### src/rtl/montgomery_pkg.sv
// Shared types and default widths for the Montgomery exponentiation unit.
// The precompute stage's optional m-cache is enabled with MONT_PRECOMP_CACHE_EN.
package montgomery_pkg;

  localparam int WORD_WIDTH_DEF = 32;
  localparam int T_WIDTH_DEF    = 5;

  typedef enum logic [1:0] {
    PC_IDLE   = 2'd0,
    PC_CHECK  = 2'd1,
    PC_REDUCE = 2'd2,
    PC_DONE   = 2'd3
  } precomp_state_e;

  typedef enum logic [2:0] {
    EXP_IDLE     = 3'd0,
    EXP_INIT     = 3'd1,
    EXP_SQUARE   = 3'd2,
    EXP_MULTIPLY = 3'd3,
    EXP_DONE     = 3'd4
  } exp_state_e;

endpackage

### src/rtl/montgomery_precompute_msb_index.sv
// Combinational priority encoder: index of the highest set bit, 0 for a zero input.
module msb_index #(
  parameter int WORD_WIDTH = 32,
  parameter int T_WIDTH    = 5
) (
  input  logic [WORD_WIDTH-1:0] value,
  output logic [T_WIDTH-1:0]    index
);

  logic [T_WIDTH-1:0] index_s;

  // Later (higher) set bits override earlier ones.
  always_comb begin
    index_s = '0;
    for (int i = 0; i < WORD_WIDTH; i++) begin
      index_s = value[i] ? T_WIDTH'(i) : index_s;
    end
  end

  assign index = index_s;

endmodule

### src/rtl/montgomery_precompute.sv
// Sequential precompute of R mod m, R^2 mod m and msb(e) by shift-and-subtract.
// Define MONT_PRECOMP_CACHE_EN to skip the reduction when m repeats.
module montgomery_precompute
  import montgomery_pkg::*;
#(
  parameter int WORD_WIDTH = WORD_WIDTH_DEF,
  parameter int T_WIDTH    = T_WIDTH_DEF
) (
  input  logic                  clk,
  input  logic                  reset,
  input  logic                  enable,
  input  logic [WORD_WIDTH-1:0] m,
  input  logic [WORD_WIDTH-1:0] e,
  output logic                  busy,
  output logic                  done,
  output logic                  error,
  output logic [WORD_WIDTH-1:0] r_mod_m,
  output logic [WORD_WIDTH-1:0] r2_mod_m,
  output logic [T_WIDTH-1:0]    t
);

  localparam int K_WIDTH = $clog2(2 * WORD_WIDTH + 1);
  localparam logic [K_WIDTH-1:0]    K_ONE  = {{(K_WIDTH-1){1'b0}}, 1'b1};
  localparam logic [K_WIDTH-1:0]    K_HALF = K_WIDTH'(WORD_WIDTH);
  localparam logic [K_WIDTH-1:0]    K_LAST = K_WIDTH'(2 * WORD_WIDTH);
  localparam logic [WORD_WIDTH-1:0] R_ONE  = {{(WORD_WIDTH-1){1'b0}}, 1'b1};
  localparam logic [WORD_WIDTH-1:0] M_MIN  = {{(WORD_WIDTH-2){1'b0}}, 2'b11};

  precomp_state_e        state_r, state_s;
  logic [WORD_WIDTH-1:0] m_lat_r, e_lat_r;
  logic [WORD_WIDTH-1:0] r_r, rm_r, r_next_s;
  logic [WORD_WIDTH:0]   r_dbl_s;
  logic [K_WIDTH-1:0]    k_r, k_inc_s;
  logic                  err_pend_r, m_invalid_s, cache_hit_s;
  logic                  latch_s, init_s, step_s, finish_s;
  logic                  busy_r, done_r, error_r;
  logic [WORD_WIDTH-1:0] r_mod_m_r, r2_mod_m_r;
  logic [T_WIDTH-1:0]    t_r, t_s;

  msb_index #(.WORD_WIDTH(WORD_WIDTH), .T_WIDTH(T_WIDTH)) u_msb (
    .value (e_lat_r),
    .index (t_s)
  );

  assign m_invalid_s = ~m_lat_r[0] | (m_lat_r < M_MIN);
  assign k_inc_s     = k_r + K_ONE;
  // r < m always holds, so doubling fits in one extra bit and one subtract suffices.
  assign r_dbl_s     = {r_r, 1'b0};
  assign r_next_s    = WORD_WIDTH'((r_dbl_s >= {1'b0, m_lat_r}) ? (r_dbl_s - {1'b0, m_lat_r}) : r_dbl_s);

`ifdef MONT_PRECOMP_CACHE_EN
  logic                  cache_valid_r, hit_pend_r;
  logic [WORD_WIDTH-1:0] cache_m_r;
  assign cache_hit_s = cache_valid_r & (cache_m_r == m_lat_r);
`else
  assign cache_hit_s = 1'b0;
`endif

  // State register.
  always_ff @(posedge clk) begin
    if (reset) begin
      state_r <= PC_IDLE;
    end else begin
      state_r <= state_s;
    end
  end

  // Next-state logic.
  always_comb begin
    state_s = state_r;
    case (state_r)
      PC_IDLE:   state_s = enable ? PC_CHECK : PC_IDLE;
      PC_CHECK:  state_s = (m_invalid_s | cache_hit_s) ? PC_DONE : PC_REDUCE;
      PC_REDUCE: state_s = (k_inc_s == K_LAST) ? PC_DONE : PC_REDUCE;
      PC_DONE:   state_s = PC_IDLE;
      default:   state_s = PC_IDLE;
    endcase
  end

  // Per-state datapath strobes.
  always_comb begin
    latch_s  = 1'b0;
    init_s   = 1'b0;
    step_s   = 1'b0;
    finish_s = 1'b0;
    case (state_r)
      PC_IDLE:   latch_s  = enable;
      PC_CHECK:  init_s   = 1'b1;
      PC_REDUCE: step_s   = 1'b1;
      PC_DONE:   finish_s = 1'b1;
      default:   latch_s  = 1'b0;
    endcase
  end

  // Datapath and registered outputs.
  always_ff @(posedge clk) begin
    if (reset) begin
      m_lat_r    <= '0;
      e_lat_r    <= '0;
      r_r        <= '0;
      rm_r       <= '0;
      k_r        <= '0;
      err_pend_r <= 1'b0;
      busy_r     <= 1'b0;
      done_r     <= 1'b0;
      error_r    <= 1'b0;
      r_mod_m_r  <= '0;
      r2_mod_m_r <= '0;
      t_r        <= '0;
`ifdef MONT_PRECOMP_CACHE_EN
      cache_valid_r <= 1'b0;
      cache_m_r     <= '0;
      hit_pend_r    <= 1'b0;
`endif
    end else begin
      busy_r <= (state_s != PC_IDLE);
      done_r <= finish_s;
      if (latch_s) begin
        m_lat_r <= m;
        e_lat_r <= e;
      end
      if (init_s) begin
        r_r        <= R_ONE;
        k_r        <= '0;
        err_pend_r <= m_invalid_s;
`ifdef MONT_PRECOMP_CACHE_EN
        hit_pend_r <= cache_hit_s & ~m_invalid_s;
`endif
      end
      if (step_s) begin
        r_r <= r_next_s;
        k_r <= k_inc_s;
        if (k_inc_s == K_HALF) begin
          rm_r <= r_next_s;
        end
      end
      if (finish_s) begin
        t_r <= t_s;
        if (err_pend_r) begin
          error_r    <= 1'b1;
          r_mod_m_r  <= '0;
          r2_mod_m_r <= '0;
`ifdef MONT_PRECOMP_CACHE_EN
          cache_valid_r <= 1'b0;
        end else if (hit_pend_r) begin
          error_r <= 1'b0;
`endif
        end else begin
          error_r    <= 1'b0;
          r_mod_m_r  <= rm_r;
          r2_mod_m_r <= r_r;
`ifdef MONT_PRECOMP_CACHE_EN
          cache_valid_r <= 1'b1;
          cache_m_r     <= m_lat_r;
`endif
        end
      end
    end
  end

  assign busy     = busy_r;
  assign done     = done_r;
  assign error    = error_r;
  assign r_mod_m  = r_mod_m_r;
  assign r2_mod_m = r2_mod_m_r;
  assign t        = t_r;

endmodule

### config.mk
export PLATFORM = sky130hd
export DESIGN_NAME = montgomery_precompute
export DESIGN_NICKNAME = d
export VERILOG_FILES = /design/src/rtl/montgomery_pkg.sv /design/src/rtl/montgomery_precompute_msb_index.sv /design/src/rtl/montgomery_precompute.sv
export SDC_FILE = /design/constraint.sdc
export NUM_CORES = 1
export LEC_CHECK = 0
export CAP_MARGIN = 20
export CORE_MARGIN = 2
export CORE_UTILIZATION = 40
export CTS_CLUSTER_SIZE = 28
export DETAILED_ROUTE_END_ITERATION = 7
export PLACE_DENSITY = 0.58
export SLEW_MARGIN = 20
export SYNTH_ARGS = -nofsm -noshare
export SYNTH_HDL_FRONTEND = slang
export SYNTH_SLANG_ARGS = --single-unit
### constraint.sdc
create_clock -name clk -period 4.9 [get_ports clk]
set_input_delay 0.98 -clock clk [delete_from_list [all_inputs] [get_ports clk]]
set_output_delay 0.98 -clock clk [all_outputs]
set_load 0.005 [all_outputs]
==> flow_summary.toml <==
[die]
rows = 58
fp.dieH_um = 163
coreArea_mm2 = 0.0250
start_util_pct = 40.5
dieWidth_um = 163
die_area_mm2 = 0.0266
ios = 139

[synthesis]
synthTopCellsByArea = "dfxtp_1 (41%), a21oi_1 (8.7%), nand2_1 (7.2%)"
yosys-mux-area-fraction_pct = 2.19
syn_nets = 1370
synth_most_common_cell = "dfxtp_1"
synthAdderAreaFrac_pct = 5.01
synth_xor_area_share_pct = 1.82
synth_top_area_cell = "dfxtp_1"
synth_ff_type = "dfxtp_1"
synth_cells = 1263
synth_simple_gate_area_share_pct = 24.4
synth_warnings = 0
yosysUniqueCellTypes = 66
yosys.area.top_type_share_pct = 41.3
yosysSeqAreaShare_pct = 41.3
syn-cell-area_mm2 = 0.0101
syn_avg_cell_area_um2 = 8.02
synth_compound_area_share_pct = 20.5
synthArstFlopShare_pct = 0
synth-edff-count = 0
ys_ff_latch = 209
netlist_top_cells_count = "dfxtp_1 (209), nand2_1 (194), a21oi_1 (177), nor2_1 (93), clkbuf_1 (62)"
synth_top_family_by_area = "simple AND/OR/NAND/NOR gates"

[cells_and_area]
drive_gt1_share_pct = 4.15
antenna-diode-count = 0
fin_nets = 1467
syn2layout_area_growth_pct = 22.7

[setup_path]
crit_type = "flop to flop"
critical_path_arrival_ns = 4.14
path_cells = "inv_1 -> ha_1 -> a21oi_1 -> o21ai_1 -> o41a_1 -> o311ai_0 -> and2_2 -> nand2_2 -> mux2_1 -> o31a_1"
end_kind = "flop"
startpoint_type = "flop"
crit_path_top_delay_cell = "mux2_1"
crit_fanout = 30
worstPathRequired_ns = 5.31
cpPeakStageDelay_ns = 0.60

[power_and_ir_drop]
p_per_area_mw_per_mm2 = 337
p_leak_nw = 4.46
ir_drop_mv = 0.212
p_total_mw = 4.19

[global_routing]
grt_use_total_pct = 20.2
grt_pass1_vias = 8508
grt_pass1_wl_mm = 43.8
grt_antenna_before_repair = 0
grt_overflow = 0
grt_max_degree = 78

[timing]
fmax_ghz = 0.268
hold_violations = 0
slew_headroom_pct = 35.7
grt_setup_unrepaired = "false"
skew_ns = 0.0217
maxSlewViolCount = 0
tightest_slew_ns = 0.962
fin_crit_ns = 3.73
setup_viol = 0
fin_crit_sh_pct = 76.2
tns_ns = 0

[min_path]
min_path_type = "flop to flop"

[placed_design]
place.gp.congestion = 0.869
portBuffers = 137
hpwl_mm = 19.2

[detailed_routing]
routed_wl_mm = 27.0
antenna_left = 0
via_per_inst = 5.25
drc = 0
drt_iter0_markers = 479
firstDrtPassIters = 4
detail_route.wl_per_cell_um = 15.8
vias = 8944

[cts]
insertion_delay_ns = 0.52
cts_tree = "built"
clockBufferDepth = 3
cts_setup_buffers = 0
cts_root_buf = "clkbuf_16"
clk_pin_slew_ns = 0.06
clock-sinks = 209
cts_buffers = 23
cts_hold_buf = 0
cts_htree_levels = 1
cts_repair_resize_count = 0

[outcome]
outcome = "completed"

[job]
drv_cap = 0
kinds of logic (layout without fill, tap and decap cells):
logic type | Yosys count | after routing
xor gates and xnor gates | 21 | 21
adders and majority gates | 40 | 40
AOI/OAI and AO/OA | 348 | 348
and+or+nand+nor | 503 | 503
DFF | 209 | 209
buffers and inverters | 120 | 231
muxes | 22 | 22
registers in the layout, indices dropped and copies added, names as in the netlist, 2 cells and up:
register and count:
r_r 32, rm_r 32, state_r 2, m_lat_r 32, e_lat_r 31, r2_mod_m 32, t 5, r_mod_m 32
k_r 7
metal layers:
metal	track usage, %	routed length [um]	up-vias	share of wire [%]
li1	-	-	4592	-
met1	26.8	12700	4122	47
met2	33.4	12200	179	45
met3	3.20	1210	51	4.5
met4	6.72	922	0	3.4
met5	0	0	-	0
report_power, final:
part | total (mW) | switching (mW) | leakage [nW] | internal [mW]
clock | 1.70 | 0.675 | 0.357 | 1.03
combinational | 0.679 | 0.393 | 2.41 | 0.286
sequential | 1.81 | 0.0608 | 1.69 | 1.75
total | 4.19 | 1.13 | 4.46 | 3.06
worst max-delay path: cells and delay by family (launching register included):
| family | cells | cell delay, ns |
|---|---|---|
| AOI/OAI and AO/OA | 5 | 1.30 |
| adders and majority gates | 1 | 0.40 |
| buffers and inverters | 1 | 0.07 |
| DFF | 1 | 0.35 |
| muxes | 1 | 0.60 |
| and+or+nand+nor | 2 | 0.90 |
worst paths after layout:
check	from	endpoint	slack, ns	cells after the start
setup / recovery	m_lat_r[26]$_SDFFE_PP0P_	rm_r[12]$_SDFFE_PP0P_	1.17	10
hold / removal	e_lat_r[1]$_SDFFE_PP0P_	e_lat_r[1]$_SDFFE_PP0P_	0.46	2
setup reg to reg	m_lat_r[26]$_SDFFE_PP0P_	rm_r[12]$_SDFFE_PP0P_	1.17	10
hold reg to reg	e_lat_r[1]$_SDFFE_PP0P_	e_lat_r[1]$_SDFFE_PP0P_	0.46	2
through the flow:
stage / std cells / instance area, um^2 / setup slack [ns] / util [%] / hold WS, ns
5_1_grt: 1704 / 12400 / 0.884 / 49.7 / 0.474
3_5_place_dp: 1665 / 11700 / 1.18 / 46.7 / 0.448
3_3_place_gp: 1665 / 11700 / 1.14 / 46.7 / 0.444
4_1_cts: 1704 / 12400 / 1.15 / 49.7 / 0.456
6_report: 1704 / 12400 / 1.17 / 49.7 / 0.456
2_1_floorplan: 1263 / 10100 / 2.20 / - / 0.432
final cells by class:
type | instances | area [um^2]
multi-input cells | 934 | 5490
clock inverters | 5 | 81.3
well taps | 330 | 413
flip-flops and latches | 209 | 4190
clock buffers | 34 | 657
fillers | 2526 | 12600
inverters | 46 | 173
repair buffers | 146 | 1440
cells in the final DEF (no fill, tap or decap), types with 8 or more instances in the layout:
cell and count:
nor2_1 91, inv_1 46, clkbuf_16 23, a21o_1 16, and3_1 8, buf_4 10
ha_1 38, xnor2_1 14, a211oi_1 34, nor2b_1 22, nor4_1 17, clkdlybuf4s50_1 136
dfxtp_1 208, o31ai_1 8, nand2b_1 55, o21bai_1 9, nor3_1 16, a21oi_1 177
mux2i_1 21, nand3b_1 50, nand3_1 16, o21ai_0 52, nand2_1 193, nand4_1 10
Power figures use the tool's default switching activity.
